### config.mk
export PLATFORM = sky130hd
export DESIGN_NAME = commit_serializer
export DESIGN_NICKNAME = d
export VERILOG_FILES = /design/src/rtl/commit_serializer.sv
export SDC_FILE = /design/constraint.sdc
export NUM_CORES = 2
export LEC_CHECK = 0
export ABC_AREA = 0
export CAP_MARGIN = 20
export CORE_ASPECT_RATIO = 0.75
export CORE_MARGIN = 1.5
export CORE_UTILIZATION = 40
export CTS_BUF_LIST = sky130_fd_sc_hd__clkbuf_16
export CTS_CLUSTER_SIZE = 30
export DETAILED_ROUTE_END_ITERATION = 8
export PLACE_DENSITY = 0.62
export SLEW_MARGIN = 20
export SYNTH_ARGS = -nofsm -noshare
export SYNTH_HDL_FRONTEND = slang
export SYNTH_SLANG_ARGS = --single-unit
export TNS_END_PERCENT = 50
### constraint.sdc
create_clock -name clock -period 5.8 [get_ports clock]
set_input_delay 0.87 -clock clock [delete_from_list [all_inputs] [get_ports clock]]
set_output_delay 0.87 -clock clock [all_outputs]
set_load 0.02 [all_outputs]
### src/rtl/commit_serializer.sv
// commit_serializer: collects up to NRET retired instructions per cycle into a
// DEPTH-entry FIFO and hands them to a single-commit checker one per cycle,
// in program order, over a valid/ready handshake.
// Optional feature: define COMMIT_SER_PC_CHECK_EN to enable the pc continuity
// check that drives pc_mismatch; otherwise pc_mismatch is tied low.
module commit_serializer #(
    parameter int NRET  = 2,
    parameter int DEPTH = 8,
    parameter int XLEN  = 32
) (
    input  logic                       clock,
    input  logic                       reset_n,
    input  logic                       flush,
    input  logic [NRET-1:0]            in_valid,
    input  logic [NRET*XLEN-1:0]       in_inst,
    input  logic [NRET*XLEN-1:0]       in_pc,
    input  logic [NRET*XLEN-1:0]       in_next_pc,
    input  logic [NRET-1:0]            in_trap,
    input  logic [NRET*XLEN-1:0]       in_cause,
    output logic                       in_ready,
    output logic                       out_valid,
    input  logic                       out_ready,
    output logic [XLEN-1:0]            out_inst,
    output logic [XLEN-1:0]            out_pc,
    output logic [XLEN-1:0]            out_next_pc,
    output logic [XLEN-1:0]            out_cause,
    output logic                       out_trap,
    output logic [$clog2(DEPTH):0]     count,
    output logic                       overflow,
    output logic                       pc_mismatch
);

    localparam int PW    = $clog2(DEPTH);
    localparam int CW    = PW + 1;
    localparam int ENT_W = 4 * XLEN + 1;
    localparam logic [CW-1:0] DEPTH_C = CW'(DEPTH);
    localparam logic [CW-1:0] NRET_C  = CW'(NRET);

    // Entry layout: {trap, cause, next_pc, pc, inst}
    logic [ENT_W-1:0] r_mem [DEPTH];
    logic [PW-1:0]    r_wr_ptr;
    logic [PW-1:0]    r_rd_ptr;
    logic [CW-1:0]    r_count;
    logic             r_overflow;

    logic [CW-1:0]    w_lane_off [NRET];
    logic [PW-1:0]    w_wr_addr  [NRET];
    logic [CW-1:0]    w_npush;
    logic [CW-1:0]    w_count_nxt;
    logic             w_any_valid;
    logic             w_push;
    logic             w_pop;
    logic             w_ovf;
    logic [ENT_W-1:0] w_head;

    // Ready only looks at registered occupancy; a same-cycle pop is not credited.
    assign in_ready    = (DEPTH_C - r_count) >= NRET_C;
    assign out_valid   = (r_count != {CW{1'b0}});
    assign w_any_valid = |in_valid;
    assign w_push      = in_ready && w_any_valid && !flush;
    assign w_pop       = out_valid && out_ready && !flush;
    assign w_ovf       = w_any_valid && !in_ready && !flush;

    assign w_head      = r_mem[r_rd_ptr];
    assign out_inst    = w_head[XLEN-1:0];
    assign out_pc      = w_head[2*XLEN-1:XLEN];
    assign out_next_pc = w_head[3*XLEN-1:2*XLEN];
    assign out_cause   = w_head[4*XLEN-1:3*XLEN];
    assign out_trap    = w_head[4*XLEN];
    assign count       = r_count;
    assign overflow    = r_overflow;

    // Compact valid lanes: each lane's slot offset is the number of valid older lanes.
    always_comb begin
        w_npush = {CW{1'b0}};
        for (int i = 0; i < NRET; i++) begin
            w_lane_off[i] = w_npush;
            w_wr_addr[i]  = r_wr_ptr + w_npush[PW-1:0];
            if (in_valid[i]) begin
                w_npush = w_npush + CW'(1'b1);
            end else begin
                w_npush = w_npush;
            end
        end
    end

    // Next occupancy: push and pop in the same cycle are both honoured.
    always_comb begin
        w_count_nxt = r_count;
        if (flush) begin
            w_count_nxt = {CW{1'b0}};
        end else begin
            w_count_nxt = r_count + (w_push ? w_npush : {CW{1'b0}})
                                  - (w_pop ? CW'(1'b1) : {CW{1'b0}});
        end
    end

    // Entry storage; cleared at reset so the data outputs start at zero.
    always_ff @(posedge clock or negedge reset_n) begin
        if (!reset_n) begin
            for (int k = 0; k < DEPTH; k++) begin
                r_mem[k] <= {ENT_W{1'b0}};
            end
        end else begin
            for (int i = 0; i < NRET; i++) begin
                if (w_push && in_valid[i]) begin
                    r_mem[w_wr_addr[i]] <= {in_trap[i],
                                            in_cause[i*XLEN +: XLEN],
                                            in_next_pc[i*XLEN +: XLEN],
                                            in_pc[i*XLEN +: XLEN],
                                            in_inst[i*XLEN +: XLEN]};
                end
            end
        end
    end

    // Pointers, occupancy and the sticky overflow flag.
    always_ff @(posedge clock or negedge reset_n) begin
        if (!reset_n) begin
            r_wr_ptr   <= {PW{1'b0}};
            r_rd_ptr   <= {PW{1'b0}};
            r_count    <= {CW{1'b0}};
            r_overflow <= 1'b0;
        end else begin
            r_count <= w_count_nxt;
            if (flush) begin
                r_wr_ptr <= {PW{1'b0}};
                r_rd_ptr <= {PW{1'b0}};
            end else begin
                if (w_push) begin
                    r_wr_ptr <= r_wr_ptr + w_npush[PW-1:0];
                end
                if (w_pop) begin
                    r_rd_ptr <= r_rd_ptr + PW'(1'b1);
                end
            end
            if (w_ovf) begin
                r_overflow <= 1'b1;
            end
        end
    end

`ifdef COMMIT_SER_PC_CHECK_EN
    logic [XLEN-1:0] r_last_npc;
    logic            r_last_npc_vld;
    logic            r_pc_mismatch;

    // Continuity check: each popped pc must equal the previous pop's next pc.
    always_ff @(posedge clock or negedge reset_n) begin
        if (!reset_n) begin
            r_last_npc     <= {XLEN{1'b0}};
            r_last_npc_vld <= 1'b0;
            r_pc_mismatch  <= 1'b0;
        end else if (flush) begin
            r_last_npc_vld <= 1'b0;
        end else if (w_pop) begin
            if (r_last_npc_vld && (out_pc != r_last_npc)) begin
                r_pc_mismatch <= 1'b1;
            end
            r_last_npc     <= out_next_pc;
            r_last_npc_vld <= 1'b1;
        end
    end

    assign pc_mismatch = r_pc_mismatch;
`else
    assign pc_mismatch = 1'b0;
`endif

endmodule
### After elaboration in Yosys (flattened, before gate mapping)

Index checks and enable logic that the tools add are counted.

| word-level totals | value |
|---|---|
| output and inout bits | 137 |
| logic and storage cells | 64 |
| bits in registers | 1,043 |
| input bits | 264 |

| cells by class | value |
|---|---|
| order comparisons | 6 |
| mux-type cells | 20 |
| $add $sub $neg | 7 |
| reduce and logical (&&, ||, !) cells | 16 |
| bitwise operators | 3 |

Operators by type and width:

| operator | number |
|---|---|
| bitwise mux 1032 bit | 2 |
| 2-to-1 mux 1032 bit | 2 |
| demux 129 bit (select 3 bit) | 2 |
| 2-to-1 mux 129 bit | 4 |
| binary-select mux 129 bit (select 3 bit) | 1 |
| greater-or-equal comparator 4 bit, second input constant | 3 |
| 2-to-1 mux 3 bit | 4 |
| 2-to-1 mux 4 bit | 3 |
| NOT 3 -> 4 bit | 3 |
| logical AND 1 bit | 10 |
| less-than comparator 4 x 1 -> 1 bit, second input constant | 2 |
| adder 3 bit | 2 |
| adder 4 x 1 -> 4 bit, second input constant | 1 |
| adder 4 bit | 1 |
| greater-or-equal comparator 4 x 2 -> 1 bit, second input constant | 1 |
| nonzero test 2 bit | 2 |
| nonzero test 4 bit | 1 |
| subtractor 4 x 1 -> 4 bit | 1 |
| subtractor 4 bit, first input constant | 1 |
| adder 3 x 1 -> 3 bit, second input constant | 1 |
| zero test 1 bit | 2 |
| 2-to-1 mux 1 bit | 2 |
| OR reduction 2 bit | 1 |

### Depth between registers and ports, before layout

| depth | value |
|---|---|
| depth in word-level cells | 9 |
| mapped depth | 16 |

### Least setup slack after synthesis

No wires, ideal clock.

| path | value |
|---|---|
| kind | register to register |
| start point | register r_count[0] (netlist: count[0]) |
| end point | register r_count[2] (netlist: count[2]) |
| library setup time | 132 ps |
| required time | 5,668 ps |
| cell stages (with the launch flop) | 16 |
| arrival time | 3,427 ps |
| setup slack | 2,241 ps |
| cells stage by stage | dfrtp_1 -> inv_1 -> ha_1 -> xnor2_2 -> nor4_1 -> buf_2 -> inv_2 -> buf_2 -> clkbuf_1 -> nand3_1 -> ha_1 -> inv_1 -> ha_1 -> fa_1 -> xnor2_1 -> nor2_1 |

| on the way | value |
|---|---|
| cells in the longest elaborated chain, start to end | 8 |

Ends and longest elaborated chain:

| element | RTL line | source |
|---|---|---|
| start: declaration | 43 | `logic [CW-1:0] r_count;` |
| start signal: assignment | 122 | `r_count <= {CW{1'b0}};` |
| start signal: assignment | 125 | `r_count <= w_count_nxt;` |
| subtractor 4 bit | 57 | `assign in_ready = (DEPTH_C - r_count) >= NRET_C;` |
| greater-or-equal comparator 4 x 2 -> 1 bit | 57 |  |
| net in_ready | 20 | `output logic in_ready,` |
| logical AND 1 bit (2 in series) | 60 | `assign w_push = in_ready && w_any_valid && !flush;` |
| 2-to-1 mux 4 bit | 93 | `w_count_nxt = r_count + (w_push ? w_npush : {CW{1'b0}})` |
| adder 4 bit | 93 |  |
| subtractor 4 x 1 -> 4 bit | 94 | `- (w_pop ? CW'(1'b1) : {CW{1'b0}});` |
| 2-to-1 mux 4 bit | 90 | `if (flush) begin` |
| net w_count_nxt[2] | 49 | `logic [CW-1:0] w_count_nxt;` |

The timed path passes the listed nets, and every way through them passes these cells.
A chain may end at the register's enable or synchronous reset.

### Worst setup path after layout

| path | value |
|---|---|
| start point | register r_count[0] (netlist: count[0]) |
| end point | output port in_ready |

| on the way | value |
|---|---|
| cells in the longest elaborated chain, start to end | 2 |

Ends and longest elaborated chain:

| element | RTL line |
|---|---|
| subtractor 4 bit | 57 |
| greater-or-equal comparator 4 x 2 -> 1 bit | 57 |
| end: declaration | 20 |

No other way between the ends.

==> reports/metrics.cfg <==
[drt]
vias = 65200
routedWlPerCell_um = 32.5
via_per_inst = 7.43
drt-total-wl_um = 285000
antenna_left = 0
drc = 0
drtIter0Drc = 10000
firstDrtPassIters = 8

[setup_path]
reg2reg_depth = 8
path_class = flip-flop to primary output
end_kind = primary output
cpPeakStageDelay_ns = 0.76
worst_ep_arrival_time_ns = 3.89
cp.required_ns = 4.93
worst_path_max_delay_cell = clkdlybuf4s50_1
worstReg2RegStart = count[0]$_DFF_PN0_
path_buf_inv = 3
worst-path-max-fanout = 121
timing.rr.end = r_wr_ptr[2]$_DFFE_PN0P_
r2r_slack_ns = 1.50
crit_chain = inv_1, ha_1, a211o_1, nor4_4, inv_8, clkdlybuf4s50_1
start_kind = flip-flop
worst_path_dominant_cell_family = buffers and inverters

[sta]
clock.fmax_mhz = 210
drv_slew = 0
slew_headroom = 0.183
fin_tns_setup_ns = 0
min_period_ns = 4.76
finalHoldViolCount = 0
rsz0062_at_grt = no
finalClockSkew_ns = 0.0282
tightest_slew_ns = 1.23
setup_slack_ns = 1.04
setup_viol = 0
finalCritPeriodShare = 0.820

[clock_tree]
cts_root_buffer = clkbuf_16
clockBufferDepth = 3
cts_hold_buf = 0
tritoncts = built
post_cts_buffers = 0
path_clk_slew_ns = 0.06
clock-sinks = 1043
cts_buffers = 117
htreeDepth = 3
cts_resized = 0
clk_latency_ns = 0.79

[yosys]
synth_area_mm2 = 0.0630
ys_top_cells_by_area = dfrtp_1, a31oi_1, mux4_2, nor3_1, o21ai_0
syn_nets = 7291
synth_top_area_cell = dfrtp_1
ys_warn_count = 0
ys_ff_latch = 1043
synth_seq_area_share = 0.414
synth_edf_count = 0
synth-main-ff-cell = dfrtp_1
synth.avg_cell_area_um2 = 8.99
syn_inst = 7011
synth.distinct_cells = 50
synth-async-reset-ratio = 1.00
synth_top_area_frac = 0.414

[finish]
area_delta_synth_final_pct = 12.5
final_core_util = 0.456
fillers = 14500
nets = 6847
drive_above_1_share = 0.109

[power_and_ir_drop]
seqPwrFrac = 0.295
clkPwrFrac = 0.175
power_leakage_uw = 0.0242
p_sw_uw = 20100
power-per-cell-area_mw_per_mm2 = 591
p_int_uw = 21800
ir_worst_vdd_mv = 0.844
p_sw_frac = 0.480
power_frac_comb = 0.530

[placement]
dp_hpwl_um = 139000
pre_cts_ws_ns = 1.03
io_buffer_count = 399
gp_congestion = 0.807

[die]
start_util = 0.405
core_area_mm2 = 0.156
die_y_um = 347
chipWidth_um = 461
ios = 401
rows = 125
die_area_mm2 = 0.160

[grt]
grt_overflow = 0
grt_pass1_wl_um = 423000
grt_max_degree = 245
grt_pass1_vias = 62800
grtUsageTotal = 0.343
antenna_found_initial = 47

[job]
max_cap_violations = 0

[run_status]
status = finished, final reports clean

[worst_hold_path]
min_path_type = input port to asynchronous set/reset pin

## placed cells by master, fill, tap and decap left out, types with 16 or more instances in the layout
master and n:
mux2_2 130, nand3_1 285, buf_12 61, nand4_1 503
clkinv_1 32, o21ai_1 21, nor3_1 1028, clkdlybuf4s50_1 398
inv_1 37, diode_2 19, clkbuf_16 120, or3_1 458
o21ai_0 1020, nor2b_1 18, clkinv_2 16, mux4_2 258
a31oi_1 1021, buf_4 84, dfrtp_1 1038
## registers in the layout, indices dropped and copies added, names as in the netlist
signal,count
r_wr_ptr,3
count,4
r_rd_ptr,3
r_mem,1032
overflow,1
## through the flow
stage	instances	instance area (um2)	power, uW	hold WS, ns
3_5_place_dp	8542	67300	33800	0.533
4_1_cts	8751	70800	41100	0.155
5_1_grt	8770	70900	43500	0.202
2_1_floorplan	7011	63000	25800	0.512
6_report	8771	70900	41900	0.167
3_3_place_gp	8542	67300	33400	0.528
## cells in the mapped netlist, types with 3 or more instances
cell type	instances
mux2_2	130
buf_1	181
a2bb2oi_1	11
clkbuf_2	11
ha_1	14
nor2_1	11
mux4_2	258
or2_1	5
o21ai_1	21
nor3_1	1029
nand4_1	503
o32a_1	4
dfrtp_1	1043
buf_2	165
or3_1	461
nor2b_1	18
xnor2_1	4
nand2_1	14
buf_4	8
inv_1	12
nand3_1	285
a31oi_1	1021
a21oi_1	3
buf_6	5
clkbuf_1	739
nand2b_1	4
o21ai_0	1020
## worst reg2reg max path: stages, from the launching register on
cell and delay, ns:
dfrtp_1 0.47, inv_1 0.10, ha_1 0.31, a211o_1 0.45
nor4_4 0.60, buf_4 0.92, buf_4 0.84, nor3b_1 0.21
mux2_2 0.30
## cell type report
type                            instances  area, um2  share of cell area
Tap cell                             2095       2620              0.0370
Antenna cell                           19       47.5            0.000671
Inverter                               14       70.1            0.000988
Clock buffer                          120       3000              0.0423
Multi-Input combinational cell       4845      32600               0.460
Timing Repair Buffer                  546       5890              0.0831
Sequential cell                      1043      26100               0.368
Clock inverter                         89        559             0.00789
## routing by layer
metal,track usage,wire (um),vias up
li1,-,-,26200
met5,0,345,-
met3,0.111,39600,856
met1,0.465,108000,32700
met2,0.501,125000,5293
met4,0.146,11600,56
## cell families (layout without fill, tap and decap cells)
logic type | count (synthesis) | in the layout | synth area share
AND/OR/NAND/NOR | 2343 | 2343 | 0.206
AO/OA/AOI/OAI | 2089 | 2089 | 0.188
buffers and inverters | 1123 | 769 | 0.0714
flip-flops | 1043 | 1043 | 0.414
multiplexers | 389 | 389 | 0.116
adder cells (fa/ha/maj) | 16 | 16 | 0.00341
XOR/XNOR | 7 | 7 | 0.00109
other | 1 | 20 | 0.0000595
## power by group through the flow
stage / combinational [uW] / clock (uW) / sequential (uW)
finish: 22200 / 7330 / 12300
global route: 23300 / 7620 / 12600
floorplan: 14300 / 0 / 11500
detailed placement: 21600 / 0 / 12300
global placement: 21200 / 0 / 12200
CTS: 21600 / 7340 / 12200
## worst max path at each step
stage,start,endpoint,slack [ns],cells after the start
3_5_place_dp,in_valid[1],r_mem[450]$_DFF_PN0_,1.03,8
6_report,count[0]$_DFF_PN0_,in_ready,1.04,6
5_1_grt,count[0]$_DFF_PN0_,in_ready,0.82,6
3_3_place_gp,in_valid[1],r_mem[450]$_DFF_PN0_,1.09,8
4_1_cts,count[0]$_DFF_PN0_,in_ready,0.52,6
2_1_floorplan,count[0]$_DFF_PN0_,count[2]$_DFF_PN0_,2.24,15
Power figures use the tool's default switching activity.
